--- src/rtl/alif_multichan_neuron.sv ---
// alif_multichan_neuron
//   Adaptive leaky integrate-and-fire neuron with N_CH weighted input channels.
//   A sample is accepted with a valid/ready handshake. Its channel contributions
//   are then accumulated serially, one channel per cycle, through a single
//   multiplier. A one-cycle UPDATE step integrates the sum into the membrane,
//   applies periodic leak, clamps the result, fires against an adaptive
//   threshold and, after a spike, holds off new samples for a programmable
//   refractory period.
//
//   Optional feature macro: ALIF_SPIKE_COUNT_EN
//     When it is defined, the block adds a saturating 16-bit spike_count output.
//
// Ports
//   clk, reset_n        clock, asynchronous active-low reset
//   enable              global run; low freezes all state and masks pulses
//   params_ready        configuration valid; gates sample acceptance only
//   in_valid/in_ready   input handshake for chan_in/weights
//   chan_in             packed unsigned inputs, channel k at [k*IN_BITS +: IN_BITS]
//   weights             packed signed weights, channel k at [k*W_BITS +: W_BITS]
//   leak_rate           amount subtracted on a leak event
//   leak_cycles         accepted samples between leak events
//   threshold_min       base firing threshold
//   refrac_period       refractory length in enabled cycles (0 = none)
//   spike_out           spike pulse, qualified by out_valid
//   out_valid           one-cycle pulse marking a completed sample update
//   v_mem_out           current membrane potential
//   busy                high whenever the FSM is not idle
//   spike_count         (ALIF_SPIKE_COUNT_EN only) saturating spike counter
module alif_multichan_neuron #(
  parameter int N_CH    = 4,
  parameter int IN_BITS = 3,
  parameter int W_BITS  = 4,
  parameter int V_BITS  = 8,
  parameter int THR_UP  = 4,
  parameter int THR_DN  = 1
) (
  input  logic                     clk,
  input  logic                     reset_n,
  input  logic                     enable,
  input  logic                     params_ready,
  input  logic                     in_valid,
  output logic                     in_ready,
  input  logic [N_CH*IN_BITS-1:0]  chan_in,
  input  logic [N_CH*W_BITS-1:0]   weights,
  input  logic [V_BITS-1:0]        leak_rate,
  input  logic [3:0]               leak_cycles,
  input  logic [V_BITS-1:0]        threshold_min,
  input  logic [3:0]               refrac_period,
  output logic                     spike_out,
  output logic                     out_valid,
  output logic [V_BITS-1:0]        v_mem_out,
  output logic                     busy
`ifdef ALIF_SPIKE_COUNT_EN
  ,
  output logic [15:0]              spike_count
`endif
);

  localparam int CLOG_N = (N_CH > 1) ? $clog2(N_CH) : 0;
  localparam int IDX_W  = (N_CH > 1) ? $clog2(N_CH) : 1;
  localparam int P_W    = IN_BITS + W_BITS + 1;
  localparam int ACC_W  = IN_BITS + W_BITS + CLOG_N + 1;
  // Wide enough for v_mem + acc - leak_rate without wrapping.
  localparam int NV_W   = ((ACC_W > V_BITS) ? ACC_W : V_BITS) + 2;

  localparam logic [IDX_W-1:0]  LAST_IDX = IDX_W'(N_CH - 1);
  localparam logic [V_BITS:0]   UP_STEP  = (V_BITS+1)'(THR_UP);
  localparam logic [V_BITS-1:0] DN_STEP  = V_BITS'(THR_DN);

  typedef enum logic [1:0] {IDLE, ACCUM, UPDATE, REFRAC} state_t;

  // Clamp a signed intermediate membrane value into [0, 2^V_BITS-1].
  function automatic logic [V_BITS-1:0] clamp_v(input logic signed [NV_W-1:0] x);
    if (x[NV_W-1])
      return '0;
    else if (|x[NV_W-2:V_BITS])
      return '1;
    else
      return x[V_BITS-1:0];
  endfunction

  // Raise the threshold offset, saturating at the base threshold.
  function automatic logic [V_BITS-1:0] ofs_up(input logic [V_BITS-1:0] ofs,
                                               input logic [V_BITS-1:0] tmin);
    logic [V_BITS:0] s;
    s = {1'b0, ofs} + UP_STEP;
    if (s > {1'b0, tmin})
      return tmin;
    else
      return s[V_BITS-1:0];
  endfunction

  // Lower the threshold offset, saturating at zero.
  function automatic logic [V_BITS-1:0] ofs_down(input logic [V_BITS-1:0] ofs);
    if (ofs > DN_STEP)
      return ofs - DN_STEP;
    else
      return '0;
  endfunction

`ifdef ALIF_SPIKE_COUNT_EN
  function automatic logic [15:0] sat_inc16(input logic [15:0] c);
    if (c == 16'hFFFF)
      return c;
    else
      return c + 16'd1;
  endfunction
`endif

  state_t                    state;
  logic [V_BITS-1:0]         v_mem;
  logic [V_BITS-1:0]         thr_ofs;
  logic [3:0]                leak_cnt;
  logic [3:0]                refr_cnt;
  logic signed [ACC_W-1:0]   acc;
  logic [IDX_W-1:0]          idx;
  logic [N_CH*IN_BITS-1:0]   chan_q;
  logic [N_CH*W_BITS-1:0]    weights_q;

  logic                      accept_ok;
  logic [IN_BITS-1:0]        cur_ch;
  logic signed [IN_BITS:0]   cur_ch_s;
  logic signed [W_BITS-1:0]  cur_w;
  logic signed [P_W-1:0]     prod;
  logic signed [ACC_W-1:0]   acc_nxt;
  logic                      leak_event;
  logic signed [NV_W-1:0]    v_ext;
  logic signed [NV_W-1:0]    acc_ext;
  logic signed [NV_W-1:0]    leak_ext;
  logic signed [NV_W-1:0]    new_v_raw;
  logic [V_BITS-1:0]         new_v;
  logic [V_BITS:0]           thr_eff;
  logic                      fire;

  // ---- serial multiply-accumulate: one channel per ACCUM cycle ----
  assign cur_ch   = chan_q[idx*IN_BITS +: IN_BITS];
  assign cur_w    = weights_q[idx*W_BITS +: W_BITS];
  assign cur_ch_s = {1'b0, cur_ch};
  assign prod     = P_W'(cur_ch_s) * P_W'(cur_w);
  assign acc_nxt  = acc + ACC_W'(prod);

  // ---- membrane update, evaluated combinationally during UPDATE ----
  assign leak_event = (leak_cnt >= leak_cycles);
  assign v_ext      = NV_W'($signed({1'b0, v_mem}));
  assign acc_ext    = NV_W'(acc);
  assign leak_ext   = NV_W'($signed({1'b0, leak_rate}));
  assign new_v_raw  = v_ext + acc_ext - (leak_event ? leak_ext : '0);
  assign new_v      = clamp_v(new_v_raw);
  assign thr_eff    = {1'b0, threshold_min} + {1'b0, thr_ofs};
  assign fire       = ({1'b0, new_v} >= thr_eff);

  assign accept_ok  = (state == IDLE) && enable && params_ready;

  // The UPDATE state lasts one enabled cycle, so the pulses are decoded from
  // the registered state. This makes them visible in the same cycle that the
  // live configuration is applied.
  assign in_ready   = accept_ok && reset_n;
  assign out_valid  = (state == UPDATE) && enable;
  assign spike_out  = out_valid && fire;
  assign busy       = (state != IDLE);
  assign v_mem_out  = v_mem;

  always_ff @(posedge clk or negedge reset_n) begin
    if (!reset_n) begin
      state     <= IDLE;
      v_mem     <= '0;
      thr_ofs   <= '0;
      leak_cnt  <= '0;
      refr_cnt  <= '0;
      acc       <= '0;
      idx       <= '0;
      chan_q    <= '0;
      weights_q <= '0;
    end else if (enable) begin
      case (state)
        IDLE: begin
          if (accept_ok && in_valid) begin
            chan_q    <= chan_in;
            weights_q <= weights;
            acc       <= '0;
            idx       <= '0;
            state     <= ACCUM;
          end
        end
        ACCUM: begin
          acc <= acc_nxt;
          idx <= idx + IDX_W'(1);
          if (idx == LAST_IDX)
            state <= UPDATE;
        end
        UPDATE: begin
          leak_cnt <= leak_event ? 4'd0 : leak_cnt + 4'd1;
          if (fire) begin
            v_mem   <= '0;
            thr_ofs <= ofs_up(thr_ofs, threshold_min);
            if (refrac_period != 4'd0) begin
              refr_cnt <= refrac_period;
              state    <= REFRAC;
            end else begin
              state <= IDLE;
            end
          end else begin
            v_mem <= new_v;
            if (leak_event)
              thr_ofs <= ofs_down(thr_ofs);
            state <= IDLE;
          end
        end
        REFRAC: begin
          // Leaving on the count of one makes REFRAC last exactly
          // refrac_period enabled cycles.
          refr_cnt <= (refr_cnt != 4'd0) ? refr_cnt - 4'd1 : 4'd0;
          if (refr_cnt <= 4'd1)
            state <= IDLE;
        end
        default: state <= IDLE;
      endcase
    end
  end

`ifdef ALIF_SPIKE_COUNT_EN
  always_ff @(posedge clk or negedge reset_n) begin
    if (!reset_n)
      spike_count <= '0;
    else if (spike_out)
      spike_count <= sat_inc16(spike_count);
  end
`endif

endmodule

--- config.mk ---
export PLATFORM = sky130hd
export DESIGN_NAME = alif_multichan_neuron
export DESIGN_NICKNAME = d
export VERILOG_FILES = /design/src/rtl/alif_multichan_neuron.sv
export SDC_FILE = /design/constraint.sdc
export NUM_CORES = 1
export LEC_CHECK = 0
export BUFFER_PORTS_ARGS = -buffer_cell sky130_fd_sc_hd__clkbuf_2
export CAP_MARGIN = 20
export CORE_MARGIN = 10
export CORE_UTILIZATION = 60
export DETAILED_ROUTE_END_ITERATION = 7
export PLACE_DENSITY = 0.82
export SLEW_MARGIN = 20
export SYNTH_ARGS = -nofsm -noshare
export SYNTH_HDL_FRONTEND = slang
export SYNTH_SLANG_ARGS = --single-unit
--- constraint.sdc ---
create_clock -name clk -period 7.5 [get_ports clk]
set_input_delay 0.75 -clock clk [delete_from_list [all_inputs] [get_ports clk]]
set_output_delay 0.75 -clock clk [all_outputs]
set_load 0.05 [all_outputs]
==> summary.md, run 1 <==
| Metric | Value |
|---|---|
| First-pass GRT wire length | `22.9 mm` |
| Initial antenna violation count | `0` |
| Post-CTS Setup Inserts | `0` |
| Syn_area_per_cell | `between 9 and 10 um2` |
| Library cells used by synthesis | `65` |
| Largest net degree at the start of global routing | `a little under 70` |
| Crit path DAT | `6.28 ns` |
| Final number of hold-violating endpoints | `0` |
| Worst slack, placed | `0.534 ns` |
| Synth warn | `0` |
| Hold Path Depth | `1` |
| Final setup viols | `0` |
| Die Wd | `117 um` |
| WL final | `approximately 14 mm` |
| FF+latch area | `1650 um2` |
| Vias | `4687` |
| Die area | `~14000 um2` |
| Post-synth EDFFs | `0` |
| Met3 routed WL | `992 um` |
| Rel. slew slack | `0.430` |
| Met2 WL | `roughly 6.6 mm` |
| Post-synth top area cell | `dfrtp_1` |
| Vias per inst | `6.07` |
| Reg2reg path depth | `25` |
| CTS buffer count | `9` |
| Hold Crit Class | `reg2reg` |
| N_diodes | `0` |
| Ports | `69` |
| WHS | `0.505 ns` |
| Worst-Skew Late Latency | `roughly 0.35 ns` |
| Total gr overflow | `0` |
| Status | `finished clean` |
| Layout cell share with drive strength beyond 1 | `0.206` |
| Max Cap Viol | `0` |
| Total Nets Final | `798` |
| Largest cells by area after synthesis | `dfrtp_1 (29%), ha_1 (15%), fa_1 (6.0%)` |
| DRC | `0` |
| Post-synth ARST share | `1.00` |
| Slew @ Worst Pin | `~0.85 ns` |
| Post-Synthesis Cells | `592` |
| Overall Global Routing Usage | `0.209` |
| First drt pass iteration count | `5` |
| Most common cell after layout, fill and taps aside | `ha_1` |
| RSZ-0062 raised after global routing | `no` |
| Commonest non-fill, non-tap cells in the layout | `ha_1 (68), clkbuf_2 (67), dfrtp_1 (66)` |
| CTS Sinks | `66` |
| Minimum clock period | `7.03 ns` |
| Post-synth top area share | `0.292` |
| Crit end category | `output port` |
| Number of nets produced by synthesis | `734` |
| Fin Clk Skew | `~0.011 ns` |
| Synth Cell Area | `between 5000 and 6000 um2` |
| Seq/Total Area, Yosys | `0.292` |
| PnR worst setup slack | `0.467 ns` |
| # rows | `35` |
| CP required | `6.75 ns` |
| CP Max Fanout | `12` |
| Fin crit share | `0.938` |
| RePlAce Congestion | `0.902` |
| Final Max Slew Viols | `0` |
| Vias in the first global route | `4951` |
| Die height | `approximately 120 um` |
| Antenna Nets Post-Route | `0` |
| PortBufs | `68` |
| Area of the multi-input gates | `3680 um2` |
| Routed length per placed instance | `17.5 um` |
| Highest Signal Layer | `met4` |
| Longest Clk Path Bufs | `2` |
| WS Path Type | `in2out` |
| Final core utilization | `0.686` |
| Root buf cell | `clkbuf_8` |
| Startpoint Class | `primary input` |
| TNS Setup | `0 ns` |
| FMAX | `142 MHz` |
| Clock-pin slew on the worst setup and hold paths | `0.07 ns` |
| TritonCTS clock tree | `built` |
| Fill count | `733` |
| Initial core utilization | `0.616` |
| DP HPWL | `10.9 mm` |
| Floorplan core area | `9200 um2` |
| M1 WL | `5.72 mm` |
| Initial DRC Count | `254` |
| Synth Flop Type | `dfrtp_1` |
| Layout area overhead | `11.4%` |
| CTS H-tree lvls | `3` |
| Seq cells post-synth | `66` |
| CTS Hold Bufs | `0` |
| Post-cts sizing count | `0` |
[final timing paths]
kind / startpoint / endpoint / slack (ns)
max: leak_cycles[0] / spike_out / 0.47
min: chan_q[7]$_DFFE_PN0P_ / chan_q[7]$_DFFE_PN0P_ / 0.50
max reg2reg: leak_cnt[0]$_DFFE_PN0P_ / thr_ofs[4]$_DFFE_PN0P_ / 1.22
min reg2reg: chan_q[7]$_DFFE_PN0P_ / chan_q[7]$_DFFE_PN0P_ / 0.50
max in group asynchronous: reset_n / weights_q[2]$_DFFE_PN0P_ / 6.35
min in group asynchronous: reset_n / v_mem_out[1]$_DFFE_PN0P_ / 0.58
[metal layers]
| metal | up-vias | GRT usage |
|---|---|---|
| met4 | 0 | 0.0675 |
| met2 | 156 | 0.355 |
| li1 | 2269 | - |
| met1 | 2239 | 0.249 |
| met3 | 23 | 0.0607 |
| met5 | - | 0 |
[layout make-up]
cell class                 instances  share of cell area
clock inverter                     5              0.0123
multi-input combinational        443               0.583
sequential                        66               0.262
timing repair buffer              74              0.0611
clock buffer                      11              0.0224
tap                              111              0.0220
inverter                          62              0.0369
[cell families after synthesis]
kind of cell               share of synthesized area
AOI/OAI and AO/OA                              0.184
xor gates and xnor gates                      0.0356
adders and majority gates                      0.210
buffers and inverters                         0.0581
DFF                                            0.292
muxes                                         0.0893
and+or+nand+nor                                0.131
[cells in the mapped netlist, types with 4 or more instances]
master	number
a211oi_1	4
a21o_1	7
a21oi_1	30
a22o_1	13
a31oi_1	7
and2_1	13
and3_1	6
buf_2	7
clkbuf_1	10
dfrtp_1	66
fa_1	17
ha_1	68
inv_1	60
mux2_2	30
mux4_2	7
nand2_1	38
nand2b_1	11
nand3_1	15
nand4_1	5
nor2_1	23
nor2b_1	5
nor3_1	10
o211ai_1	9
o21ai_0	30
o21bai_1	8
o31ai_1	4
o41ai_1	8
xnor2_1	17
xor2_1	6
[through the flow]
stage	instance area (um2)	cells
floorplan	5660	592
global placement	6090	756
detailed placement	6090	756
CTS	6310	772
global route	6310	772
finish	6310	772
[worst max-delay path: stages]
cell	delay (ns)
clkbuf_2	0.08
ha_1	0.27
nand2b_1	0.14
a21oi_1	0.13
o21ai_1	0.24
and2_1	0.27
fa_1	0.48
inv_1	0.07
fa_1	0.47
a21o_1	0.21
a221oi_1	0.42
a2111oi_0	0.13
o211ai_1	0.33
nand3_1	0.40
a21oi_1	0.26
ha_1	0.26
a21o_1	0.17
a221oi_2	0.28
o21a_1	0.21
nor3_2	0.06
buf_4	0.18
nand2_2	0.12
inv_2	0.09
clkbuf_2	0.24
[registers in the layout (all words and copies together) (netlist names)]
signal	flops
acc	10
refr_cnt	4
thr_ofs	8
leak_cnt	4
idx	2
chan_q	12
v_mem_out	8
state	2
weights_q	16
Power of run 1 is not shown: default switching activity piles up to over one toggle a cycle in this logic, so the estimate is an artifact.
==> run 2, diff against run 1 <==
--- a/config.mk
+++ b/config.mk
@@ -10,6 +10,7 @@
 export CORE_MARGIN = 10
 export CORE_UTILIZATION = 60
 export DETAILED_ROUTE_END_ITERATION = 7
+export MAX_ROUTING_LAYER = met4
 export PLACE_DENSITY = 0.82
 export SLEW_MARGIN = 20
 export SYNTH_ARGS = -nofsm -noshare
==> summary.md, run 2 (synthesis gave the netlist of run 1 again) <==
| Metric | Value |
|---|---|
| N_diodes | `0` |
| Biggest register | `weights_q` |
| PortBufs | `68` |
| Max reg flops | `16` |
| DRC | `0` |
| RSZ-0062 raised after global routing | `no` |
| CTS buffer count | `9` |
| Routed length per placed instance | `17.6 um` |
| Initial antenna violation count | `0` |
| Fin crit share | `0.938` |
| Commonest non-fill, non-tap cells in the layout | `ha_1 (68), clkbuf_2 (67), dfrtp_1 (66)` |
| Startpoint Class | `primary input` |
| Overall Global Routing Usage | `0.212` |
| Minimum clock period | `7.04 ns` |
| CP required | `6.75 ns` |
| First drt pass iteration count | `5` |
| R2r startpoint | `leak_cnt[0]$_DFFE_PN0P_` |
| Hold Path Depth | `1` |
| Total Nets Final | `about 800` |
| Rel. slew slack | `0.439` |
| Final setup viols | `0` |
| Largest net degree at the start of global routing | `67` |
| Die area | `13700 um2` |
| R2R setup slack | `1.22 ns` |
| Worst-Skew Late Latency | `0.35 ns` |
| Area of the multi-input gates | `around 3700 um2` |
| Largest registers | `weights_q x16, chan_q x12, acc x10` |
| WHS | `about 0.5 ns` |
| TritonCTS clock tree | `built` |
| Hold Crit Class | `reg2reg` |
| Floorplan core area | `9200 um2` |
| Initial DRC Count | `264` |
| Vias per inst | `6.05` |
| FMAX | `roughly 140 MHz` |
| CTS Sinks | `66` |
| Fill count | `720` |
| Layout area overhead | `11.3%` |
| Final core utilization | `0.685` |
| Crit end category | `output port` |
| CP Max Fanout | `12` |
| Crit Reg-Reg Endpoint | `thr_ofs[4]$_DFFE_PN0P_` |
| RePlAce Congestion | `just over 0.9` |
| Vias in the first global route | `around 4800` |
| Initial core utilization | `0.616` |
| Vias | `about 4700` |
| Ports | `69` |
| First-pass GRT wire length | `roughly 23 mm` |
| Die Wd | `117 um` |
| Die height | `117 um` |
| Hold path start | `chan_q[10]$_DFFE_PN0P_` |
| Final number of hold-violating endpoints | `0` |
| FF+latch area | `~1700 um2` |
| TNS Setup | `0 ns` |
| Final Max Slew Viols | `0` |
| Reg2reg path depth | `25` |
| WL final | `between 10 and 15 mm` |
| CTS Hold Bufs | `0` |
| CTS H-tree lvls | `3` |
| Slew @ Worst Pin | `0.842 ns` |
| # rows | `35` |
| Post-cts sizing count | `0` |
| Longest Clk Path Bufs | `2` |
| Layout cell share with drive strength beyond 1 | `0.207` |
| Fin Clk Skew | `0.0111 ns` |
| Hold Path End | `chan_q[10]$_DFFE_PN0P_` |
| Total gr overflow | `0` |
| Max Cap Viol | `0` |
| Crit path DAT | `6.29 ns` |
| DP HPWL | `roughly 11 mm` |
| Clock-pin slew on the worst setup and hold paths | `0.07 ns` |
| Antenna Nets Post-Route | `0` |
| Status | `finished clean` |
| WS Path Type | `in2out` |
| Root buf cell | `clkbuf_8` |
| Post-CTS Setup Inserts | `0` |
| Most common cell after layout, fill and taps aside | `ha_1` |
==> run 2: cell count changes in the layout (fill, tap and decap cells not counted), sizes merged <==
cell,delta
bufinv,-1
clkbuf,+1
clkinv,+1
clkinvlp,-1
==> run 2: layout make-up <==
class                   instances  share of cell area
repair buffers                 74              0.0611
flip-flops and latches         66               0.262
well taps                     111              0.0220
multi-input cells             443               0.584
clock buffers                  12              0.0262
clock inverters                 4             0.00774
inverters                      62              0.0369
==> run 2: metrics by stage <==
| stage | cells | setup WS, ns | area, um2 |
|---|---|---|---|
| floorplan | 592 | 1.25 | 5660 |
| global placement | 756 | 0.736 | 6090 |
| detailed placement | 756 | 0.517 | 6090 |
| CTS | 772 | 0.505 | 6300 |
| global route | 772 | 0.0815 | 6300 |
| finish | 772 | 0.462 | 6300 |
==> run 2: metal layers <==
layer  GRT usage  wire length, um  vias to the layer above
li1            -                -                     2269
met1       0.259             5970                     2219
met2       0.350             6620                      160
met3      0.0377              767                       20
met4      0.0651              233                        0
met5           -                0                        -
==> run 2: worst max path at each step <==
stage          cells past startpoint           start  slack (ns)         to
3_5_place_dp                      24  leak_cycles[0]        0.52  spike_out
6_report                          24  leak_cycles[0]        0.46  spike_out
5_1_grt                           24  leak_cycles[0]        0.08  spike_out
4_1_cts                           24  leak_cycles[0]        0.51  spike_out
3_3_place_gp                      24  leak_cycles[0]        0.74  spike_out
2_1_floorplan                     24  leak_cycles[0]        1.25  spike_out
==> run 2: critical path, stage by stage <==
cell      delay [ns]
clkbuf_2        0.08
ha_1            0.25
nand2b_1        0.09
a21oi_1         0.06
o21ai_1         0.51
buf_4           0.30
nand2_1         0.08
fa_1            0.44
ha_1            0.38
a21o_1          0.20
a221oi_1        0.41
nand2_1         0.12
a21oi_1         0.27
nand3_1         0.41
a21oi_1         0.28
ha_1            0.27
and3_1          0.22
a221oi_2        0.25
o21a_1          0.21
nor3_2          0.06
buf_4           0.18
nand2_2         0.11
inv_2           0.09
clkbuf_2        0.24
Power of run 2 is left out for the same reason.
